<file path="config.mk">
export PLATFORM = sky130hd
export DESIGN_NAME = lfsr_prng_stream
export DESIGN_NICKNAME = d
export VERILOG_FILES = /design/src/rtl/lfsr_prng_stream.sv
export SDC_FILE = /design/constraint.sdc
export NUM_CORES = 1
export LEC_CHECK = 0
export CAP_MARGIN = 5
export CORE_MARGIN = 2
export CORE_UTILIZATION = 37
export DETAILED_ROUTE_END_ITERATION = 16
export SLEW_MARGIN = 25
export SYNTH_ARGS = -nofsm -noshare
export SYNTH_HDL_FRONTEND = slang
export SYNTH_SLANG_ARGS = --single-unit
</file>
<file path="constraint.sdc">
create_clock -name clk -period 1.7 [get_ports clk]
set_input_delay 0.34 -clock clk [delete_from_list [all_inputs] [get_ports clk]]
set_output_delay 0.34 -clock clk [all_outputs]
set_load 0.02 [all_outputs]
</file>
<file path="src/rtl/lfsr_prng_stream.sv">
// lfsr_prng_stream: Fibonacci LFSR producing OUT_W-bit samples per cycle over a valid/ready stream
module lfsr_prng_stream #(
  parameter int N = 23,
  parameter logic [N-1:0] TAPS = 23'h420000,
  parameter int OUT_W = 8
) (
  input  logic             clk,
  input  logic             rst_n,
  input  logic [N-1:0]     seed,
  input  logic             seed_load,
  input  logic             en,
  output logic [OUT_W-1:0] out_data,
  output logic             out_valid,
  input  logic             out_ready,
  output logic             seed_zero,
  output logic [31:0]      sample_cnt
);
  typedef enum logic {IDLE, RUN} st_t;
  st_t st, st_nxt;
  logic [N-1:0] lfsr, lfsr_nxt;
  logic [OUT_W-1:0] smp;
  logic f, gen, hs;
  // FSM register
  always_ff @(posedge clk or negedge rst_n)
    if (!rst_n) st <= IDLE;
    else st <= st_nxt;
  // next state, handshake/generate decisions, and the OUT_W-step unrolled sample
  always_comb begin
    st_nxt = seed_load ? RUN : st;
    hs = out_valid && out_ready;
    gen = (st == RUN) && en && !seed_load && (!out_valid || out_ready);
    lfsr_nxt = lfsr;
    smp = '0;
    f = 1'b0;
    for (int i = 0; i < OUT_W; i++) begin
      f = ^(lfsr_nxt & TAPS);
      smp = (smp << 1) | OUT_W'(f);
      lfsr_nxt = {lfsr_nxt[N-2:0], f};
    end
  end
  // datapath: load wins over generation; a zero seed becomes 1 so the LFSR never locks up
  always_ff @(posedge clk or negedge rst_n)
    if (!rst_n) begin
      lfsr <= N'(1);
      out_data <= '0;
      out_valid <= 1'b0;
      seed_zero <= 1'b0;
      sample_cnt <= '0;
    end else begin
      seed_zero <= seed_load && (seed == '0);
      if (seed_load) begin
        lfsr <= (seed == '0) ? N'(1) : seed;
        out_valid <= 1'b0;
        sample_cnt <= '0;
      end else begin
        if (gen) begin
          lfsr <= lfsr_nxt;
          out_data <= smp;
          out_valid <= 1'b1;
        end else if (hs) out_valid <= 1'b0;
        if (hs) sample_cnt <= sample_cnt + 32'd1;
      end
    end
endmodule

</file>
== Word-level counts from Yosys, hierarchy flattened ==
Cells that the tools add are included.

* Output and inout bits: 42
* Bits in writable memories: 0
* Logic and storage cells: 44
* Input port bits: 28
* Flip-flop bits (word level): 66
* Bits in latches: 0
* Memory bits (read-only): 0
* Memories: 0

* Divide/modulo/power cells: 0
* Order comparisons: 0
* Shifts and indexed selects: 0
* Multiply operators: 0
* Muxes and demuxes: 8
* Eq/ne operators: 0
* Add/sub/neg operators: 1
* Bitwise logic cells: 8
* Reduce and logical (&&, ||, !) cells: 21

{| class="wikitable"
|+ Operator list
! kind !! count
|-
| parity 23 bit || 8
|-
| 2-to-1 mux 23 bit || 3
|-
| 2-to-1 mux 32 bit || 2
|-
| adder 32 x 1 -> 32 bit, second input constant || 1
|-
| logical NOT 23 bit || 1
|-
| bitwise OR 8 x 1 -> 8 bit || 1
|-
| bitwise OR 7 x 1 -> 7 bit || 1
|-
| bitwise OR 6 x 1 -> 6 bit || 1
|-
| logical AND 1 bit || 5
|-
| bitwise OR 5 x 1 -> 5 bit || 1
|-
| bitwise OR 4 x 1 -> 4 bit || 1
|-
| nonzero test 2 bit || 2
|-
| 2-to-1 mux 1 bit || 3
|-
| bitwise OR 3 x 1 -> 3 bit || 1
|-
| nonzero test 3 bit || 1
|-
| logical NOT 1 bit || 2
|-
| bitwise OR 2 x 1 -> 2 bit || 1
|-
| AND reduction 2 bit || 1
|-
| logical OR 1 bit || 1
|-
| inverter 1 bit || 1
|}

== Longest topological paths before layout ==
Gate-level depths: netlist (run 1).

* Word-level depth: 8
* Mapped depth: 6
* Depth with buffers taken out: 5

== Worst setup path before layout (run 1) ==
No wires, ideal clock.

* Path kind: reg-to-reg
* From: reg sample_cnt[0]
* To: reg sample_cnt[30]
* Period minus slack after synthesis: 2.011 ns
* Data arrival time: 1.934 ns
* Data required time: 1.622 ns
* Path buffers: 0
* Setup time: 0.078 ns
* Path slack: -0.311 ns
* Stages on the path, launching flop included: 6
* Cells stage by stage: dfrtp_1 > ha_1 > nand4_1 > or4_4 > or4b_1 > a21oi_1

* Longest elaborated chain between the ends: 3

{| class="wikitable"
|+ RTL lines
! what !! RTL line !! RTL
|-
| from (decl) || 16 || <nowiki>output logic [31:0] sample_cnt</nowiki>
|-
| from (signal assigned) || 61 || <nowiki>if (hs) sample_cnt <= sample_cnt + 32'd1;</nowiki>
|-
| adder 32 x 1 -> 32 bit || 61 ||
|-
| 2-to-1 mux 32 bit || 61 ||
|-
| 2-to-1 mux 32 bit || 51 || <nowiki>if (seed_load) begin</nowiki>
|}

No other way between the ends. The select of a mux whose other input is x is not followed.
A chain may end at the register's enable or synchronous reset.

== Worst setup path after layout (run 1) ==
* From: reg sample_cnt[1]
* To: reg sample_cnt[30]

Same word-level chain as after synthesis.

==> results_dict.tcl, run 1 <==
set metrics [dict create \
    grt_util_met3 0.04841 \
    use_met1 0.2726 \
    drive_gt1_frac 0.2838 \
    synthSimpleGateAreaFrac 0.2360 \
    arrival_ns 2.10 \
    grt-ovfl-total 0 \
    async_flop_share 1.000 \
    path_clk_slew_ns 0.07 \
    synth_seq_cells 66 \
    drv_cap 0 \
    diodes 0 \
    ir_drop_uv 437.9 \
    drc 0 \
    die_area_sq_um 9371 \
    endpoint "sample_cnt[30]$_DFFE_PN0P_" \
    dp.cells 536 \
    avgSynthCellArea_sq_um 9.836 \
    clock_latency_ns 0.34 \
    worst-path-stages 5 \
    worst-r2r-cell-count 5 \
    vias_per_cell 5.437 \
    cts_root_buf "clkbuf_8" \
    gr-usage-all-layers 0.1901 \
    synth_top_family_by_area "simple AND/OR/NAND/NOR gates" \
    startpoint "sample_cnt[1]$_DFFE_PN0P_" \
    synth_warnings 0 \
    finalClockSkew_ns 0.008724 \
    slowest_stage "or4b_4" \
    critPathMaxStageDelay_ns 0.50 \
    drtPass1Iterations 5 \
    grt_antenna_before_repair 0 \
    initial_core_util 0.3840 \
    path_delay_family "simple AND/OR/NAND/NOR gates" \
    drv_slew 0 \
    met2_usage 0.2943 \
    worst-path-buf-inv 0 \
    path_cells "ha_4 -> nand4_1 -> or4_4 -> or4b_4 -> a21oi_2" \
    drt_wl_total_microns 8784 \
    syn-num-nets 353 \
    finalHoldViolCount 11 \
    final_antenna_net_count 0 \
    numCtsBuffers 9 \
    dieHeight_microns 96.81 \
    gp_congestion 0.8203 \
    rrSetupSlack_ns -0.13 \
    design.core.area_sq_um 8299 \
    final_cell_mix "buf_4 (60), dfrtp_1 (47), nand2_1 (46)" \
    std_cell_rows 33 \
    fin_setup_tns_ns -0.7334 \
    muxShareOfSynthArea 0.01649 \
    rsz0062_at_grt "yes" \
    die_w_microns 96.81 \
    post_drt_wl_per_cell_microns 15.60 \
    netlist_area_sq_um 3187 \
    vias 3061 \
    final_cell_count_no_fill 563 \
    p_leak_nw 2.217 \
    final_common_cell "buf_4" \
    reg2reg_from "sample_cnt[1]$_DFFE_PN0P_" \
    portBuffers 69 \
    pre_cts_ws_ns -0.5433 \
    cts_tree "done" \
    ys_seq_area_frac 0.5186 \
    synth-main-ff-cell "dfrtp_1" \
    synth-compound-area-share 0.1555 \
    synth_cell_types 38 \
    dp_hpwl_microns 6189 \
    synth_fa_ha_area_frac 0.003926 \
    timing.final.crit_period_ns 1.833 \
    fin_crit_sh 1.078 \
    crit_fanout 5 \
    busiest_layer "met2" \
    postCtsHoldBufs 0 \
    area_growth_pct 49.94 \
    grt_max_degree 67 \
    power_density_nw_per_um2 784.6 \
    startpoint_type "flop" \
    syn_inst 324 \
    postLayoutCoreUtil 0.5758 \
    pin_count 70 \
    grt_pass1_vias 2922 \
    critPathRequiredTime_ns 1.97 \
    nFillCells 759 \
    setup_ws_ns -0.1334 \
    clockBufferDepth 2 \
    violations "hold timing, setup timing" \
    cts.sinks 66 \
    synth_edf_count 0 \
    reg2reg_to "sample_cnt[30]$_DFFE_PN0P_" \
    drt_iter0_drc 177 \
    synth_xor_area_frac 0.04397 \
    holdWs_ns -0.01522 \
    status "finished, violations left" \
    maxSlewHeadroom 0.6929 \
    max_freq_ghz 0.5454 \
    grt_pass1_wl_microns 14720 \
    final_nets 482 \
    cts_max_level 3 \
    setup_violations 11 \
    hold_path.class "input pin to asynchronous set/reset pin" \
    worstSetupPathType "flop to flop" \
    end_kind "flop" \
    worstMarginPinSlew_ns 0.4564 \
]
[cell families (layout without fill, tap and decap cells)]
kind of cell,count (synthesis),after routing
simple gates,141,141
compound gates,74,74
flops,66,66
buf+inv,21,155
xor+xnor,16,16
mux,5,5
fa+ha+maj,1,1
[synth_stat cells, drive strengths merged, types with 8 or more instances]
cell type | count | share of area
dfrtp | 65 | 0.51
nand2 | 49 | 0.058
a21oi | 23 | 0.036
nor2 | 19 | 0.022
or4 | 16 | 0.039
o31ai | 15 | 0.035
nand4 | 14 | 0.027
a22oi | 12 | 0.028
clkbuf | 12 | 0.014
nand3 | 9 | 0.014
xor2 | 9 | 0.025
o21ai | 8 | 0.013
[layout make-up]
type	instances	area, sq um	area share
Clock inverter	6	91.34	0.01911
Inverter	3	11.26	0.002357
Clock buffer	10	127.6	0.02671
Timing Repair Buffer	136	1181	0.2472
Sequential cell	66	1675	0.3506
Tap cell	105	131.4	0.02749
Multi-Input combinational cell	237	1560	0.3265
[registers in the layout (all words and copies together) (netlist names)]
name / cells
out_valid: 1
out_data: 8
sample_cnt: 32
lfsr: 23
seed_zero: 1
st: 1
[how the worst min path moves through the flow]
stage / end / slack, ns / depth (start not counted)
2_1_floorplan: lfsr[10]$_DFFE_PN0P_ / 0.04 / 0
3_3_place_gp: seed_zero$_DFF_PN0_ / 0.39 / 2
3_5_place_dp: out_data[1]$_DFFE_PN0P_ / 0.39 / 2
4_1_cts: seed_zero$_DFF_PN0_ / 0.02 / 2
5_1_grt: seed_zero$_DFF_PN0_ / 0.02 / 2
6_report: seed_zero$_DFF_PN0_ / -0.02 / 2
[metrics by stage]
step           area (sq um)  power (mW)
2_1_floorplan          3247       2.038
3_3_place_gp           4420       2.329
6_report               4778       3.749
3_5_place_dp           4420       2.336
4_1_cts                4631       3.789
5_1_grt                4778       3.916
[where the power goes]
group	internal, mW	total (mW)	switching, mW
clock network	0.828	1.45	0.619
logic	0.268	0.530	0.262
registers	1.69	1.77	0.0857
total	2.78	3.75	0.966
[metal layers]
metal	vias to the layer above	routed length [microns]
met5	-	0
met4	0	73
met3	8	387
met2	71	4235
met1	1515	4088
li1	1467	-
[timing repair]
action	in CTS	in global routing
resized for setup	39	26
cloned	0	1
pin swaps	7	12
endpoints found under the setup margin	58	20
buffers inserted	3	7
Note: power is estimated with default switching activity, not from simulation.
==> run 2: changes to the inputs <==
Settings changed: GPL_ROUTABILITY_DRIVEN set to 0.
==> results of run 2 <==
No change in the layout: final DEF, timing and power equal those of run 1.
==> run 3: changes to the inputs <==
Settings changed: CORE_UTILIZATION 37 to 46, PLACE_DENSITY set to 0.77, SETUP_SLACK_MARGIN set to 0.3.
==> results_dict.tcl, run 3 (synthesized netlist as in run 1, its figures left out) <==
set metrics [dict create \
    design_area_sq_um 5060 \
    sw_frac_of_total 0.2655 \
    hold_path.class "input pin to asynchronous set/reset pin" \
    fin_setup_tns_ns -0.4732 \
    fin_crit_sh 1.080 \
    reg2reg_to "sample_cnt[26]$_DFFE_PN0P_" \
    multi_input_area_sq_um 1664 \
    postLayoutCoreUtil 0.7489 \
    final_nets 503 \
    cts_root_buf "clkbuf_8" \
    design.core.area_sq_um 6756 \
    final_common_cell "buf_4" \
    rsz0062_at_grt "yes" \
    status "finished, violations left" \
    regArea_sq_um 1679 \
    slowest_stage "or4_4" \
    cts.sinks 66 \
    nFillCells 452 \
    drtPass1Iterations 5 \
    final_antenna_net_count 0 \
    grt_pass1_vias 3097 \
    vias_per_cell 6.039 \
    area_growth_pct 58.77 \
    critPathMaxStageDelay_ns 0.47 \
    drv_slew 0 \
    path_clk_slew_ns 0.07 \
    worstMarginPinSlew_ns 0.3609 \
    dp_hpwl_microns 6224 \
    die_area_sq_um 7610 \
    max_freq_ghz 0.5449 \
    power.clock.fraction 0.367 \
    p_int_mw 2.723 \
    ir_drop_uv 586.9 \
    cts_max_level 3 \
    finalHoldViolCount 0 \
    comb_power_share 0.156 \
    portBuffers 69 \
    numCtsBuffers 9 \
    critPathRequiredTime_ns 1.97 \
    placedInstanceArea_sq_um 4449 \
    finalClockSkew_ns 0.009549 \
    p_sw_mw 0.9841 \
    seqPwrFrac 0.477 \
    std_cell_rows 30 \
    clockBufferDepth 2 \
    power_density_nw_per_um2 732.6 \
    initial_core_util 0.4717 \
    grt_pass1_wl_microns 14750 \
    post_drt_wl_per_cell_microns 18.69 \
    timing.final.crit_period_ns 1.835 \
    rrSetupSlack_ns -0.14 \
    grt_antenna_before_repair 0 \
    grt-ovfl-total 0 \
    grt_max_degree 67 \
    largest_reg_flops 32 \
    pin_count 70 \
    grt_util_met3 0.03318 \
    drv_cap 0 \
    drc 0 \
    crit_fanout 4 \
    diodes 0 \
    path_cells "ha_4 -> nand4_1 -> or4_4 -> or4_1 -> a21oi_1" \
    drt_wl_total_microns 10450 \
    drt_iter0_drc 211 \
    arrival_ns 2.10 \
    vias 3376 \
    end_kind "flop" \
    die_w_microns 87.24 \
    drive_gt1_frac 0.4050 \
    gr-usage-all-layers 0.2533 \
    p_leak_nw 2.286 \
    clock_latency_ns 0.35 \
    use_met1 0.3114 \
    postCtsHoldBufs 0 \
    reg2reg_from "sample_cnt[1]$_DFFE_PN0P_" \
    maxSlewHeadroom 0.7562 \
    dieHeight_microns 87.24 \
    cts_tree "done" \
    worst-r2r-cell-count 5 \
    met2_usage 0.4400 \
    reg_top3 "sample_cnt (32), lfsr (23), out_data (8)" \
    startpoint_type "flop" \
    violations "setup timing" \
    worstSetupPathType "flop to flop" \
    final_cell_mix "buf_4 (70), dfrtp_1 (44), nand2_1 (43)" \
    regMostFlops "sample_cnt" \
    setup_ws_ns -0.1352 \
    setup_violations 11 \
    busiest_layer "met2" \
]
-- run 3: final cells by class --
type | instances | area share
Sequential cell | 66 | 0.3318
Multi-Input combinational cell | 237 | 0.3289
Timing Repair Buffer | 157 | 0.2782
Clock buffer | 14 | 0.03215
Tap cell | 80 | 0.01978
Clock inverter | 2 | 0.006924
Inverter | 3 | 0.002226
-- run 3: critical path: cells and delay by family, from the launching register on --
| family | cells | cell delay (ns) |
|---|---|---|
| AOI/OAI and AO/OA | 1 | 0.16 |
| adders and majority gates | 1 | 0.14 |
| DFF | 1 | 0.39 |
| and+or+nand+nor | 3 | 1.06 |
-- run 3: worst max-delay path by stage --
stage,start,end,slack (ns),cells past startpoint
after global placement,out_ready,sample_cnt[30]$_DFFE_PN0P_,-0.42,5
final,sample_cnt[1]$_DFFE_PN0P_,sample_cnt[26]$_DFFE_PN0P_,-0.14,5
after floorplan,sample_cnt[15]$_DFFE_PN0P_,sample_cnt[30]$_DFFE_PN0P_,-0.09,4
after detailed placement,out_ready,sample_cnt[30]$_DFFE_PN0P_,-0.46,5
after CTS,sample_cnt[1]$_DFFE_PN0P_,sample_cnt[30]$_DFFE_PN0P_,-0.08,5
after global routing,sample_cnt[1]$_DFFE_PN0P_,sample_cnt[30]$_DFFE_PN0P_,-0.21,5
-- run 3: metrics by stage --
stage | std cells | hold WS, ns | power, mW | setup slack, ns
floorplan | 324 | 0.04441 | 2.078 | -0.08687
global placement | 511 | 0.3850 | 2.356 | -0.4176
detailed placement | 511 | 0.3849 | 2.372 | -0.4605
CTS | 541 | 0.007843 | 3.695 | -0.07510
global route | 559 | 0.02157 | 3.842 | -0.2113
finish | 559 | 0.0002380 | 3.707 | -0.1352
-- run 3: routing by layer --
| layer | wire length (microns) | vias up |
|---|---|---|
| li1 | - | 1510 |
| met1 | 4064 | 1666 |
| met2 | 5456 | 169 |
| met3 | 610 | 31 |
| met4 | 313 | 0 |
| met5 | 0 | - |
-- run 3: power by group through the flow --
stage,logic (mW),clock network [mW],registers (mW)
6_report,0.579,1.36,1.77
5_1_grt,0.624,1.44,1.78
4_1_cts,0.558,1.37,1.77
3_5_place_dp,0.577,0,1.79
3_3_place_gp,0.562,0,1.79
2_1_floorplan,0.234,0,1.84
-- run 3: what timing repair did --
item | CTS | global route
setup buffers | 14 | 16
pin swaps | 18 | 14
gates resized for setup | 180 | 45
gates cloned | 0 | 2
setup endpoints to repair | 101 | 85
==> RTL edit 1 (config.mk and constraints of run 2) <==
Set the parameter `OUT_W` to 12 (it was 8).
--- a/src/rtl/lfsr_prng_stream.sv
+++ b/src/rtl/lfsr_prng_stream.sv
@@ -3,5 +3,5 @@
   parameter int N = 23,
   parameter logic [N-1:0] TAPS = 23'h420000,
-  parameter int OUT_W = 8
+  parameter int OUT_W = 12
 ) (
   input  logic             clk,
Interface: changed (resized out_data); port bits go from 70 to 74. No check against the original RTL was run, so the function may have changed too.
==> RTL edit 1 against run 2 <==
  * Critical path depth fell by 4
  * Count of clock-buffer cells in the layout is 3 higher
  * Design area up 0.26%
  * Power grew 10%
  * Global-route usage fell by 2.3 points
  * Routed wire length down 10%
  * Combinational power rose by 28%
  * Sequential cell count increased by 4
  * First-iteration DRC count is 75% lower
  * Worst setup slack gained 0.19 ns
  * Synthesized area increased by 8.6%
==> RTL edit 1: results <==
group,metric,value,unit
synthesis,ys_seq_area_frac,0.5063,
placement,port_buffers,73,
placement,place_area,0.004513,mm^2
drt,wl_per_cell,14.02,um
synthesis,syn_inst,343,
sta,fmax,608.4,MHz
synthesis,synthesis.nets,372,
synthesis,synth-xor-area-share,0.09866,
power,p_leak,2.116,nW
setup_path,cp.arrival,1.30,ns
setup_path,r2r-start,"sample_cnt[10]",
global_route,grt_first_pass_wirelength,13370,um
sta,holdWs,0.4876,ns
clock_network,post_cts_resized,32,
global_route,gr-usage-all-layers,0.1667,
sta,setup-tns-final,0,ns
cells_and_area,nNetsFinal,476,
sta,max_slew.worst_pin.slew,0.4848,ns
setup_path,crit_path_end,"out_data[7]",
setup_path,crit_start,"out_data[7]",
synthesis,ys_top_cells_by_count,"dfrtp_1, nand2_1, nor2_1",
cells_and_area,areaGrowthSynthToFinish,38.38,%
setup_path,worst_r2r_path_depth,6,
sta,skew,0.007971,ns
synthesis,synth_area_leaders,"dfrtp_1, xnor2_1, o21ai_0",
power,peakVddDrop,0.5278,mV
synthesis,synthMuxAreaShare,0.03216,
outcome,status,"finished clean",
setup_path,r2r_slack,0.10,ns
-- RTL edit 1: cell count changes after synthesis, moves of 15 or more --
cell,change
o21ai_0,+27
xnor2_1,+27
nor2_1,+18
a21oi_1,-17
o31ai_1,-15
or4_1,-15
-- RTL edit 1: area by class of cell --
type,instances,share of cell area
sequential,70,0.3659
timing repair buffer,112,0.2241
clock buffer,13,0.03526
multi-input combinational,250,0.3291
clock inverter,3,0.01358
tap,111,0.02899
inverter,4,0.003134
-- RTL edit 1: per-layer routing --
| layer | GRT usage | routed length [um] |
|---|---|---|
| met1 | 0.2135 | 3601 |
| met2 | 0.2810 | 3833 |
| met4 | 0.05690 | 98 |
| met5 | 0 | 0 |
| met3 | 0.03398 | 363 |
-- RTL edit 1: power breakdown --
group | total (mW) | internal [mW] | leakage [nW] | switching, mW
clock network | 1.56 | 0.945 | 0.120 | 0.612
registers | 1.89 | 1.80 | 0.890 | 0.0936
logic | 0.678 | 0.357 | 1.11 | 0.321
total | 4.13 | 3.10 | 2.12 | 1.03
==> RTL edit 2 (flow settings as in run 2) <==
Made on the original files. Make the reset (`rst_n`) synchronous in 2 clocked blocks.
--- a/src/rtl/lfsr_prng_stream.sv
+++ b/src/rtl/lfsr_prng_stream.sv
@@ -22,5 +22,5 @@
   logic f, gen, hs;
   // FSM register
-  always_ff @(posedge clk or negedge rst_n)
+  always_ff @(posedge clk)
     if (!rst_n) st <= IDLE;
     else st <= st_nxt;
@@ -40,5 +40,5 @@
   end
   // datapath: load wins over generation; a zero seed becomes 1 so the LFSR never locks up
-  always_ff @(posedge clk or negedge rst_n)
+  always_ff @(posedge clk)
     if (!rst_n) begin
       lfsr <= N'(1);
Behaviour: differs if rst_n is asserted again (counterexample within 4 cycles, from zero or initial values and one cycle with rst_n low); with rst_n held inactive, the same outputs for 10 cycles.
==> RTL edit 2 against run 2 <==
  * The flow finishes with violations (negative setup slack)
  * Worst setup slack better by 0.070 ns
  * Design area increased by 2.4%
  * Largest power group unchanged
  * Routed wire length up 9.3%
  * Largest cell class is now multi-input combinational cells
  * Power shrank 16%
  * Non-clock buffer count up 10
  * Synthesized area is essentially flat
  * Sequential cell count stayed put
  * Clock skew is essentially flat
==> RTL edit 2: results <==
group,metric,value,unit
outcome,status,"finished, violations left",
outcome,violations,"negative setup slack",
synthesis,synth-xor-area-share,0.05220,
placement,port_buffers,69,
sta,skew,0.008743,ns
synthesis,synthArstFlopShare,0,
power,p_leak,2.079,nW
cells_and_area,nNetsFinal,536,
synthesis,synthAdderAreaFrac,0.003925,
synthesis,synth_top_flop_cell,"dfxtp_1",
synthesis,synthesis.nets,406,
synthesis,synthMuxAreaShare,0.003140,
synthesis,synth.largest_area_cell,"dfxtp_1",
synthesis,synth-compound-area-share,0.2155,
setup_path,r2r_end,"sample_cnt[20]",
setup_path,critPathMaxFanout,8,
drt,wl_per_cell,15.56,um
global_route,grt_pass1_vias,3322,
global_route,grt_max_degree,34,
synthesis,ys_seq_area_frac,0.4144,
synthesis,synth_area_leaders,"dfxtp_1, nand3_1, o211a_1",
sta,max_slew.worst_pin.slew,0.4191,ns
drt,first_iter_violations,106,
setup_path,cp.arrival,2.04,ns
clock_network,cts_buffer_depth,2,
power,p_total,3.148,mW
setup_path,r2r-start,"sample_cnt[14]",
power,peakVddDrop,0.4248,mV
placement,place_area,0.004586,mm^2
cells_and_area,drive_gt1_frac,0.2852,
sta,worst_slack,-0.06349,ns
setup_path,crit_path_top_delay_cell,"or4_4",
placement,post-dp-hpwl,7011,um
setup_path,worst_r2r_path_depth,5,
global_route,grt_first_pass_wirelength,15640,um
synthesis,synth_cell_types,39,
synthesis,avgSynthCellArea,8.456,um^2
power,p_comb_frac,0.117,
drt,avgViaCountPerCell,5.517,
clock_network,path_clk_slew,0.08,ns
drt,dr.pass1.iters,4,
hold_path,worstHoldPathType,"register to register",
power,power_switching,0.8648,mW
synthesis,ys_top_cells_by_count,"dfxtp_1, nand3_1, nand2_1",
sta,setup_viol,9,
drt,vias,3404,
placement,place_inst,593,
setup_path,max_stage_delay,0.56,ns
synthesis,yosys_warnings,0,
power,pwr-share-seq,0.508,
global_route,gr-usage-all-layers,0.2016,
==> RTL edit 2: layer usage <==
| layer | track usage | routed length (um) |
|---|---|---|
| met2 | 0.3611 | 4913 |
| met1 | 0.2326 | 4089 |
| met4 | 0.07909 | 178 |
| met5 | 0 | 0 |
| met3 | 0.04408 | 417 |
==> RTL edit 2: how the worst max path moves through the flow <==
stage	start	endpoint	slack, ns	depth (start not counted)
2_1_floorplan	sample_cnt[17]	sample_cnt[29]	-0.10	4
3_3_place_gp	out_ready	sample_cnt[29]	-0.48	5
3_5_place_dp	out_ready	sample_cnt[23]	-0.47	6
4_1_cts	sample_cnt[14]	sample_cnt[20]	-0.04	5
5_1_grt	sample_cnt[14]	sample_cnt[20]	-0.1	5
6_report	sample_cnt[14]	sample_cnt[20]	-0.06	5
==> RTL edit 2: metrics by stage <==
| stage | TNS [ns] | setup slack, ns | hold slack, ns |
|---|---|---|---|
| final | -0.3409 | -0.06349 | 0.4791 |
| after global routing | -0.7838 | -0.09658 | 0.5180 |
| after CTS | -0.1532 | -0.04114 | 0.4867 |
| after detailed placement | -11.59 | -0.4682 | 0.4719 |
| after global placement | -11.82 | -0.4816 | 0.4541 |
| after floorplan | -0.1361 | -0.1011 | 0.4555 |
==> RTL edit 2: what timing repair did <==
item,in CTS,in global routing
resized for setup,33,20
setup endpoints to repair,35,16
hold buffers,0,0
gates cloned,1,0
buffers inserted,6,1
pin swaps,11,6
==> RTL edit 2: cell type report <==
cell class                      instances  area, um^2
Fill cell                             779        3408
Sequential cell                        66        1399
Clock inverter                          7       42.54
Tap cell                              105       131.4
Timing Repair Buffer                  146        1305
Multi-Input combinational cell        279        1871
Clock buffer                            9       123.9
Inverter                                5       18.77
